===== config.mk =====
export PLATFORM = sky130hd
export DESIGN_NAME = ddr_port1_frame_reader
export DESIGN_NICKNAME = d
export VERILOG_FILES = /design/src/rtl/ddr_pkg.sv /design/src/rtl/stream_out_reg.sv /design/src/rtl/ddr_port1_frame_reader.sv
export SDC_FILE = /design/constraint.sdc
export NUM_CORES = 1
export LEC_CHECK = 0
export CAP_MARGIN = 20
export CORE_ASPECT_RATIO = 1.1
export CORE_UTILIZATION = 30
export DETAILED_ROUTE_END_ITERATION = 12
export PLACE_DENSITY = 0.65
export SLEW_MARGIN = 25
export SYNTH_ARGS = -nofsm -noshare
export SYNTH_HDL_FRONTEND = slang
export SYNTH_HIERARCHICAL = 1
export SYNTH_SLANG_ARGS = --single-unit

===== constraint.sdc =====
create_clock -name clk -period 2 [get_ports clk]
set_input_delay 0.4 -clock clk [delete_from_list [all_inputs] [get_ports clk]]
set_output_delay 0.4 -clock clk [all_outputs]
set_load 0.01 [all_outputs]

===== src/rtl/ddr_pkg.sv =====
// Shared MCB command codes, frame geometry defaults and frame-reader FSM states.
package ddr_pkg;

  localparam logic [2:0] CmdWrite = 3'b000;
  localparam logic [2:0] CmdRead  = 3'b001;

  localparam int unsigned DefBurstWords = 64;
  localparam int unsigned DefFrameWords = 70656;

  localparam logic [29:0] DefFrame0Base = 30'd0;
  localparam logic [29:0] DefFrame1Base = 30'(DefFrameWords * 4);

  typedef enum logic [2:0] {
    StWaitCal = 3'd0,
    StIdle    = 3'd1,
    StCmd     = 3'd2,
    StDrain   = 3'd3,
    StLast    = 3'd4,
    StFlush   = 3'd5
  } rd_state_e;

endpackage


===== src/rtl/stream_out_reg.sv =====
// Single-entry valid/ready output register: load wins, otherwise an accepted word empties it.
module stream_out_reg #(
  parameter int unsigned Width = 32
) (
  input  logic             clk,
  input  logic             reset,
  input  logic             load,
  input  logic [Width-1:0] load_data,
  input  logic             ready,
  output logic [Width-1:0] data,
  output logic             valid
);

  logic [Width-1:0] data_q;
  logic             valid_q;

  always_ff @(posedge clk) begin
    if (reset) begin
      data_q  <= '0;
      valid_q <= 1'b0;
    end else if (load) begin
      data_q  <= load_data;
      valid_q <= 1'b1;
    end else if (ready) begin
      valid_q <= 1'b0;
    end
  end

  assign data  = data_q;
  assign valid = valid_q;

endmodule


===== src/rtl/ddr_port1_frame_reader.sv =====
// Reads a finished frame out of DDR over MCB port 1 in fixed bursts and streams it downstream.
module ddr_port1_frame_reader
  import ddr_pkg::*;
#(
  parameter int unsigned BURST_WORDS = DefBurstWords,
  parameter int unsigned FRAME_WORDS = DefFrameWords,
  parameter logic [29:0] FRAME0_BASE = DefFrame0Base,
  parameter logic [29:0] FRAME1_BASE = DefFrame1Base
) (
  input  logic        clk,
  input  logic        reset,
  input  logic        mem_calib_done,
  input  logic        memory_frame,
  input  logic        frame_req,
  input  logic        p1_cmd_full,
  input  logic        p1_rd_empty,
  input  logic [6:0]  p1_rd_count,
  input  logic [31:0] p1_rd_data,
  input  logic        p1_rd_overflow,
  output logic        p1_cmd_en,
  output logic [2:0]  p1_cmd_instr,
  output logic [5:0]  p1_cmd_bl,
  output logic [29:0] p1_cmd_byte_addr,
  output logic        p1_rd_en,
  output logic [31:0] pix_data,
  output logic        pix_valid,
  input  logic        pix_ready,
  output logic        busy,
  output logic        frame_done,
  output logic        rd_error
);

  localparam int unsigned WlW        = $clog2(FRAME_WORDS + 1);
  localparam int unsigned BlW        = $clog2(BURST_WORDS + 1);
  localparam logic [29:0] BurstBytes = 30'(BURST_WORDS * 4);
  localparam logic [5:0]  CmdBl      = 6'(BURST_WORDS - 1);

  rd_state_e      state_q, state_d;
  logic [29:0]    ptr_q, ptr_d;
  logic [WlW-1:0] words_left_q, words_left_d;
  logic [BlW-1:0] burst_left_q, burst_left_d;
  logic           busy_q, busy_d;
  logic           frame_done_q;
  logic           rd_error_q;
  logic           cal_meta_q, cal_sync_q;

  logic cmd_fire, drain_pop, flush_pop, accept_last;

  // Occupancy is not needed: emptiness alone gates every pop.
  logic unused_rd_count;
  assign unused_rd_count = ^p1_rd_count;

  assign cmd_fire    = (state_q == StCmd) && !p1_cmd_full;
  assign drain_pop   = (state_q == StDrain) && !p1_rd_empty && (!pix_valid || pix_ready) &&
                       (burst_left_q != '0);
  assign flush_pop   = (state_q == StFlush) && !p1_rd_empty;
  assign accept_last = (state_q == StLast) && pix_valid && pix_ready;

  always_comb begin
    state_d      = state_q;
    ptr_d        = ptr_q;
    words_left_d = words_left_q;
    burst_left_d = burst_left_q;
    busy_d       = busy_q;
    unique case (state_q)
      StWaitCal: begin
        // Leftovers from a burst abandoned by reset are drained before accepting work.
        if (cal_sync_q) state_d = p1_rd_empty ? StIdle : StFlush;
      end
      StIdle: begin
        if (frame_req) begin
          ptr_d        = memory_frame ? FRAME0_BASE : FRAME1_BASE;
          words_left_d = WlW'(FRAME_WORDS);
          busy_d       = 1'b1;
          state_d      = StCmd;
        end
      end
      StCmd: begin
        if (cmd_fire) begin
          ptr_d        = ptr_q + BurstBytes;
          burst_left_d = BlW'(BURST_WORDS);
          state_d      = StDrain;
        end
      end
      StDrain: begin
        if (drain_pop) begin
          burst_left_d = burst_left_q - BlW'(1);
          words_left_d = words_left_q - WlW'(1);
          if (burst_left_q == BlW'(1)) begin
            state_d = (words_left_q == WlW'(1)) ? StLast : StCmd;
          end
        end
      end
      StLast: begin
        if (accept_last) begin
          busy_d  = 1'b0;
          state_d = StIdle;
        end
      end
      StFlush: begin
        if (p1_rd_empty) state_d = StIdle;
      end
      default: state_d = StWaitCal;
    endcase
  end

  always_ff @(posedge clk) begin
    if (reset) begin
      state_q      <= StWaitCal;
      ptr_q        <= '0;
      words_left_q <= '0;
      burst_left_q <= '0;
      busy_q       <= 1'b0;
      frame_done_q <= 1'b0;
      rd_error_q   <= 1'b0;
      cal_meta_q   <= 1'b0;
      cal_sync_q   <= 1'b0;
    end else begin
      state_q      <= state_d;
      ptr_q        <= ptr_d;
      words_left_q <= words_left_d;
      burst_left_q <= burst_left_d;
      busy_q       <= busy_d;
      frame_done_q <= accept_last;
      rd_error_q   <= rd_error_q | p1_rd_overflow;
      cal_meta_q   <= mem_calib_done;
      cal_sync_q   <= cal_meta_q;
    end
  end

  stream_out_reg #(
    .Width(32)
  ) u_stream_out_reg (
    .clk      (clk),
    .reset    (reset),
    .load     (drain_pop),
    .load_data(p1_rd_data),
    .ready    (pix_ready),
    .data     (pix_data),
    .valid    (pix_valid)
  );

  assign p1_cmd_en        = cmd_fire;
  assign p1_cmd_instr     = CmdRead;
  assign p1_cmd_bl        = cmd_fire ? CmdBl : '0;
  assign p1_cmd_byte_addr = cmd_fire ? ptr_q : '0;
  assign p1_rd_en         = drain_pop | flush_pop;
  assign busy             = busy_q;
  assign frame_done       = frame_done_q;
  assign rd_error         = rd_error_q;

endmodule


[Yosys cells after proc, flatten, opt, wreduce, memory -nomap -nowiden]
Index checks and enable logic that the tools add are counted.
Operators by class
  mux-type cells: 27
  add/subtract/negate cells: 3
  bitwise gates (word level): 2
  equal/unequal tests: 14
  reductions and logical operators: 23
Operators with widths (number)
  $mux 30: 3
  $pmux 30 s2: 1
  $mux 17: 2
  $pmux 17 s2: 1
  $add 30x9->30 const B: 1
  $mux 3: 9
  $mux 19: 1
  $pmux 3 s6: 1
  $eq 17x1->1 const B: 1
  $sub 17x1->17 const B: 1
  $mux 7: 2
  $pmux 7 s2: 1
  $ne 2x2->1 const B: 6
  $reduce_and 3->1: 4
  $reduce_bool 2->1: 5
  $eq 7x1->1 const B: 1
  $logic_and 1x1->1: 7
  $reduce_and 7->1: 1
  $reduce_bool 7->1: 1
  $sub 7x1->7 const B: 1
  $eq 3x2->1 const B: 2
  $eq 3x3->1 const B: 2
  $mux 6: 1
  $mux 1: 4
  7 further kinds: 10
Word-level totals
  bits in registers: 95
  output and inout port bits: 77
  logic and storage cells: 80

[Longest topological paths before layout]
  depth after elaboration: 6
  depth in mapped cells: 9
  gate-level depth less buffers: 7

[By module]
Netlist, hierarchy kept.
By module, submodules not included
  ddr_port1_frame_reader: cells each 365, times used 1, area each 2972.9 µm²
  stream_out_reg: cells each 108, times used 1, area each 1204.9 µm²

[Least setup slack after synthesis]
Ideal clock, no wire load.
  path type: register -> output
  start: register state_q[1]
  end: output port p1_cmd_byte_addr[25]
  data arrival time: 1.754 ns
  stages on the path, launching flop included: 6
  setup slack: -0.154 ns
  data required time: 1.600 ns
  path buffers: 3
  path through: dfxtp_1 > buf_2 > clkbuf_1 > nor4b_1 > clkbuf_1 > and2_1
On the way
  word-level cells in the longest chain between the ends: 3
Ends and longest elaborated chain
  start: declaration: RTL line ddr_port1_frame_reader.sv:38  | rd_state_e state_q, state_d;
  start signal: assignment: RTL line ddr_port1_frame_reader.sv:109  | state_q <= StWaitCal;
  start signal: assignment: RTL line ddr_port1_frame_reader.sv:119  | state_q <= state_d;
  $eq 3x2->1: RTL line ddr_port1_frame_reader.sv:53  | assign cmd_fire = (state_q == StCmd) && !p1_cmd_full;
  $logic_and 1x1->1: RTL line ddr_port1_frame_reader.sv:53
  net p1_cmd_en: RTL line ddr_port1_frame_reader.sv:20  | output logic p1_cmd_en,
  $mux 30: RTL line ddr_port1_frame_reader.sv:146  | assign p1_cmd_byte_addr = cmd_fire ? ptr_q : '0;
  end: declaration: RTL line ddr_port1_frame_reader.sv:23  | output logic [29:0] p1_cmd_byte_addr,
The timed path passes the listed nets, and every way through them passes these cells.

[Final worst setup path]
  start: register words_left_q[11]
  end: register state_q[1]
On the way
  word-level cells in the longest chain between the ends: 5
Ends and longest elaborated chain
  start: declaration: RTL line ddr_port1_frame_reader.sv:40  | logic [WlW-1:0] words_left_q, words_left_d;
  start signal: assignment: RTL line ddr_port1_frame_reader.sv:121  | words_left_q <= words_left_d;
  $eq 17x1->1: RTL line ddr_port1_frame_reader.sv:90  | state_d = (words_left_q == WlW'(1)) ? StLast : StCmd;
  $mux 3: RTL line ddr_port1_frame_reader.sv:90
  $mux 3: RTL line ddr_port1_frame_reader.sv:89  | if (burst_left_q == BlW'(1)) begin
  $mux 3: RTL line ddr_port1_frame_reader.sv:86  | if (drain_pop) begin
  $pmux 3 s6: RTL line ddr_port1_frame_reader.sv:65  | unique case (state_q)
Every way passes these cells. The select of a mux whose other input is x is not followed.
A chain may end at the register's enable or synchronous reset.

==> results.py <==
metrics = {
    "worst_setup_path": {
        "path_max_fanout": 4,
        "critPathArrivalTime_ns": 2.36,
        "worst-r2r-setup-slack_ns": -0.15,
        "worstSetupPathType": "reg2reg",
        "startpoint_type": "flip-flop",
        "crit_required_ns": 2.21,
        "cp-end-kind": "flip-flop",
    },
    "finish": {
        "syn_to_final_growth_pct": 49.63,
        "diodes": 0,
        "nFillCells": 1242,
        "drive_gt1_share_pct": 25.56,
        "multi_input_area_um2": 2303,
        "layout_common_cells": "dfxtp_1, nor2_1, clkdlybuf4s50_1, buf_4, buf_6",
        "final_common_cell": "dfxtp_1",
        "postLayoutCellArea_um2": 6251,
        "final_nets": 675,
        "seq_area_um2": 1755,
    },
    "yosys": {
        "synthArstFlopShare_pct": 0,
        "ys_seq_area_share_pct": 41.69,
        "synth_area_um2": 4178,
        "yosysWarnings": 6,
        "syn_area_per_cell_um2": 8.832,
        "ys_types": 52,
        "synth_seq_cells": 87,
        "synth_edf_count": 0,
        "yosys_most_used_dff": "dfxtp_1",
        "synth_cells": 473,
    },
    "clock_network": {
        "numCtsBuffers": 9,
        "cts_tree": "done",
        "root_buffer": "clkbuf_16",
        "clockBufferDepth": 2,
        "cts_sinks": 87,
        "insertion_delay_ns": 0.34,
        "htree_levels": 3,
        "clk_pin_slew_ns": 0.06,
    },
    "outcome": {
        "run_status": "finished with violations",
        "violations": "setup timing",
    },
    "timing": {
        "relSlewSlack_pct": 62.74,
        "finalCritPeriodShare_pct": 107.4,
        "maxSlewViolCount": 0,
        "hold-worst-slack_ns": 0.4053,
        "fin_crit_ns": 2.149,
        "clock.fmax_mhz": 465.4,
        "finalHoldViolCount": 0,
        "fin_skew_ns": 0.007774,
        "setup-tns-final_ns": -0.5290,
        "rsz0062_at_grt": "yes",
        "finalSetupViolCount": 5,
        "postLayoutSetupSlackWorst_ns": -0.1485,
        "worst_pin_slew_ns": 0.5568,
    },
    "drt": {
        "drc": 0,
        "num_vias": 3837,
        "first_pass_iters": 4,
        "vias_per_cell": 4.737,
        "drt-total-wl_um": 10850,
        "wire_per_inst_um": 13.39,
        "drtIter0Drc": 251,
        "ant_nets": 0,
    },
    "pwr": {
        "peakVddDrop_mv": 0.3579,
        "combPwrFrac_pct": 27.7,
        "power_density_nw_per_um2": 785.0,
        "sequentialPowerShare_pct": 38.9,
        "p_leak_nw": 2.381,
        "p_sw_mw": 1.403,
        "clkPwrFrac_pct": 33.4,
        "finalPower_mw": 4.907,
        "power_switching_share_pct": 28.60,
        "power.internal_mw": 3.503,
    },
    "hold_path": {
        "hold_class": "in2reg",
    },
    "grt": {
        "grt_max_degree": 34,
        "grt_pass1_wl_um": 17480,
        "grt_usage_pct": 15.20,
        "antenna_found_initial": 0,
        "grt-ovfl-total": 0,
        "grt_pass1_vias": 3739,
    },
    "die": {
        "die_h_um": 125.8,
        "core_area_um2": 13380,
        "dieArea_um2": 14400,
        "pin_count": 125,
        "core.rowCount": 44,
        "fp.dieW_um": 114.5,
        "initial_core_util_pct": 31.23,
    },
    "job": {
        "drv_cap": 0,
    },
    "place": {
        "placed_area_um2": 5639,
        "gp_congestion": 0.8047,
        "dpl.hpwl_um": 7561,
        "io_buffers": 106,
    },
}
## what timing repair did
item,4_1_cts,5_1_grt
endpoints found under the setup margin,57,47
pin swaps,10,11
resized for setup,150,61
setup buffers,7,7
hold buffers,0,0
gates cloned,2,0
## kinds of logic (layout without fill, tap and decap cells)
logic type	after synthesis	count (layout)	share of synthesized area (%)
compound gates	52	52	8.056
xor+xnor	30	30	6.289
fa+ha+maj	6	6	1.797
buf+inv	55	199	7.906
flops	87	87	41.69
mux	33	33	7.907
other cells	2	11	0.1798
simple gates	208	208	26.18
## final cells by class
class,count,area share [%]
repair buffers,171,26.02
flip-flops and latches,87,28.08
clock buffers,10,3.663
multi-input cells,340,36.85
well taps,184,3.683
clock inverters,6,0.9808
inverters,12,0.7206
## registers in the layout (all words and copies together), names as in the netlist
register                flops
words_left_q               17
cal_sync_q                  1
rd_error                    1
frame_done                  1
ptr_q                      22
u_stream_out_reg/data      32
busy                        1
state_q                     3
cal_meta_q                  1
u_stream_out_reg/valid      1
burst_left_q                7
## critical path, cell delays in order, from the launching register on
cell and delay, ns:
dfxtp_2 0.32, or4_4 0.54, or3_4 0.35, or3_4 0.35, buf_4 0.15, o41ai_4 0.21, o31ai_1 0.10
## routing by layer
metal | vias to the layer above | part of all wire, % | wire, um | GRT usage [%]
met2 | 130 | 48 | 5177 | 26.52
met1 | 1788 | 44 | 4768 | 17.82
met3 | 10 | 7.2 | 781 | 4.283
met4 | 0 | 1.1 | 121 | 4.889
li1 | 1909 | - | - | -
met5 | - | 0 | 0 | 0
## power groups by stage
stage | Clock [mW] | Sequential (mW) | Combinational, mW
floorplan | 0 | 1.90 | 0.674
global placement | 0 | 1.93 | 1.06
detailed placement | 0 | 1.93 | 1.09
CTS | 1.69 | 1.90 | 1.20
global route | 1.77 | 1.92 | 1.47
finish | 1.64 | 1.91 | 1.36
## path summary, 6_finish.rpt
check                   startpoint  depth (start not counted)          to
hold / removal               reset                          2  state_q[0]
hold reg to reg         cal_meta_q                          1  cal_sync_q
setup / recovery  words_left_q[11]                          6  state_q[1]
setup reg to reg  words_left_q[11]                          6  state_q[1]
## per-stage QoR
step           worst slack [ns]  util, %  cells
6_report                -0.1485    46.73    810
5_1_grt                 -0.1974    46.73    810
2_1_floorplan          -0.06628        -    482
3_3_place_gp            -0.5356    42.15    780
4_1_cts                 -0.1454    44.38    805
3_5_place_dp            -0.5759    42.15    780
## cell usage after synthesis (5+ instances only)
cell,instances,area [um2]
or3_1,6,37.54
and2_1,22,137.6
xnor2_1,5,43.79
nand4_1,20,125.1
nor2_1,76,285.3
xor2_1,25,219.0
nand2_1,19,71.32
dfxtp_1,87,1742
buf_4,17,127.6
inv_1,12,45.04
a21oi_1,21,105.1
mux2i_1,33,330.3
clkbuf_1,17,63.81
nor3_1,12,60.06
ha_1,6,75.07
o21ai_0,13,65.06
nand3_1,13,65.06
Note: power is estimated with default switching activity, not from simulation.
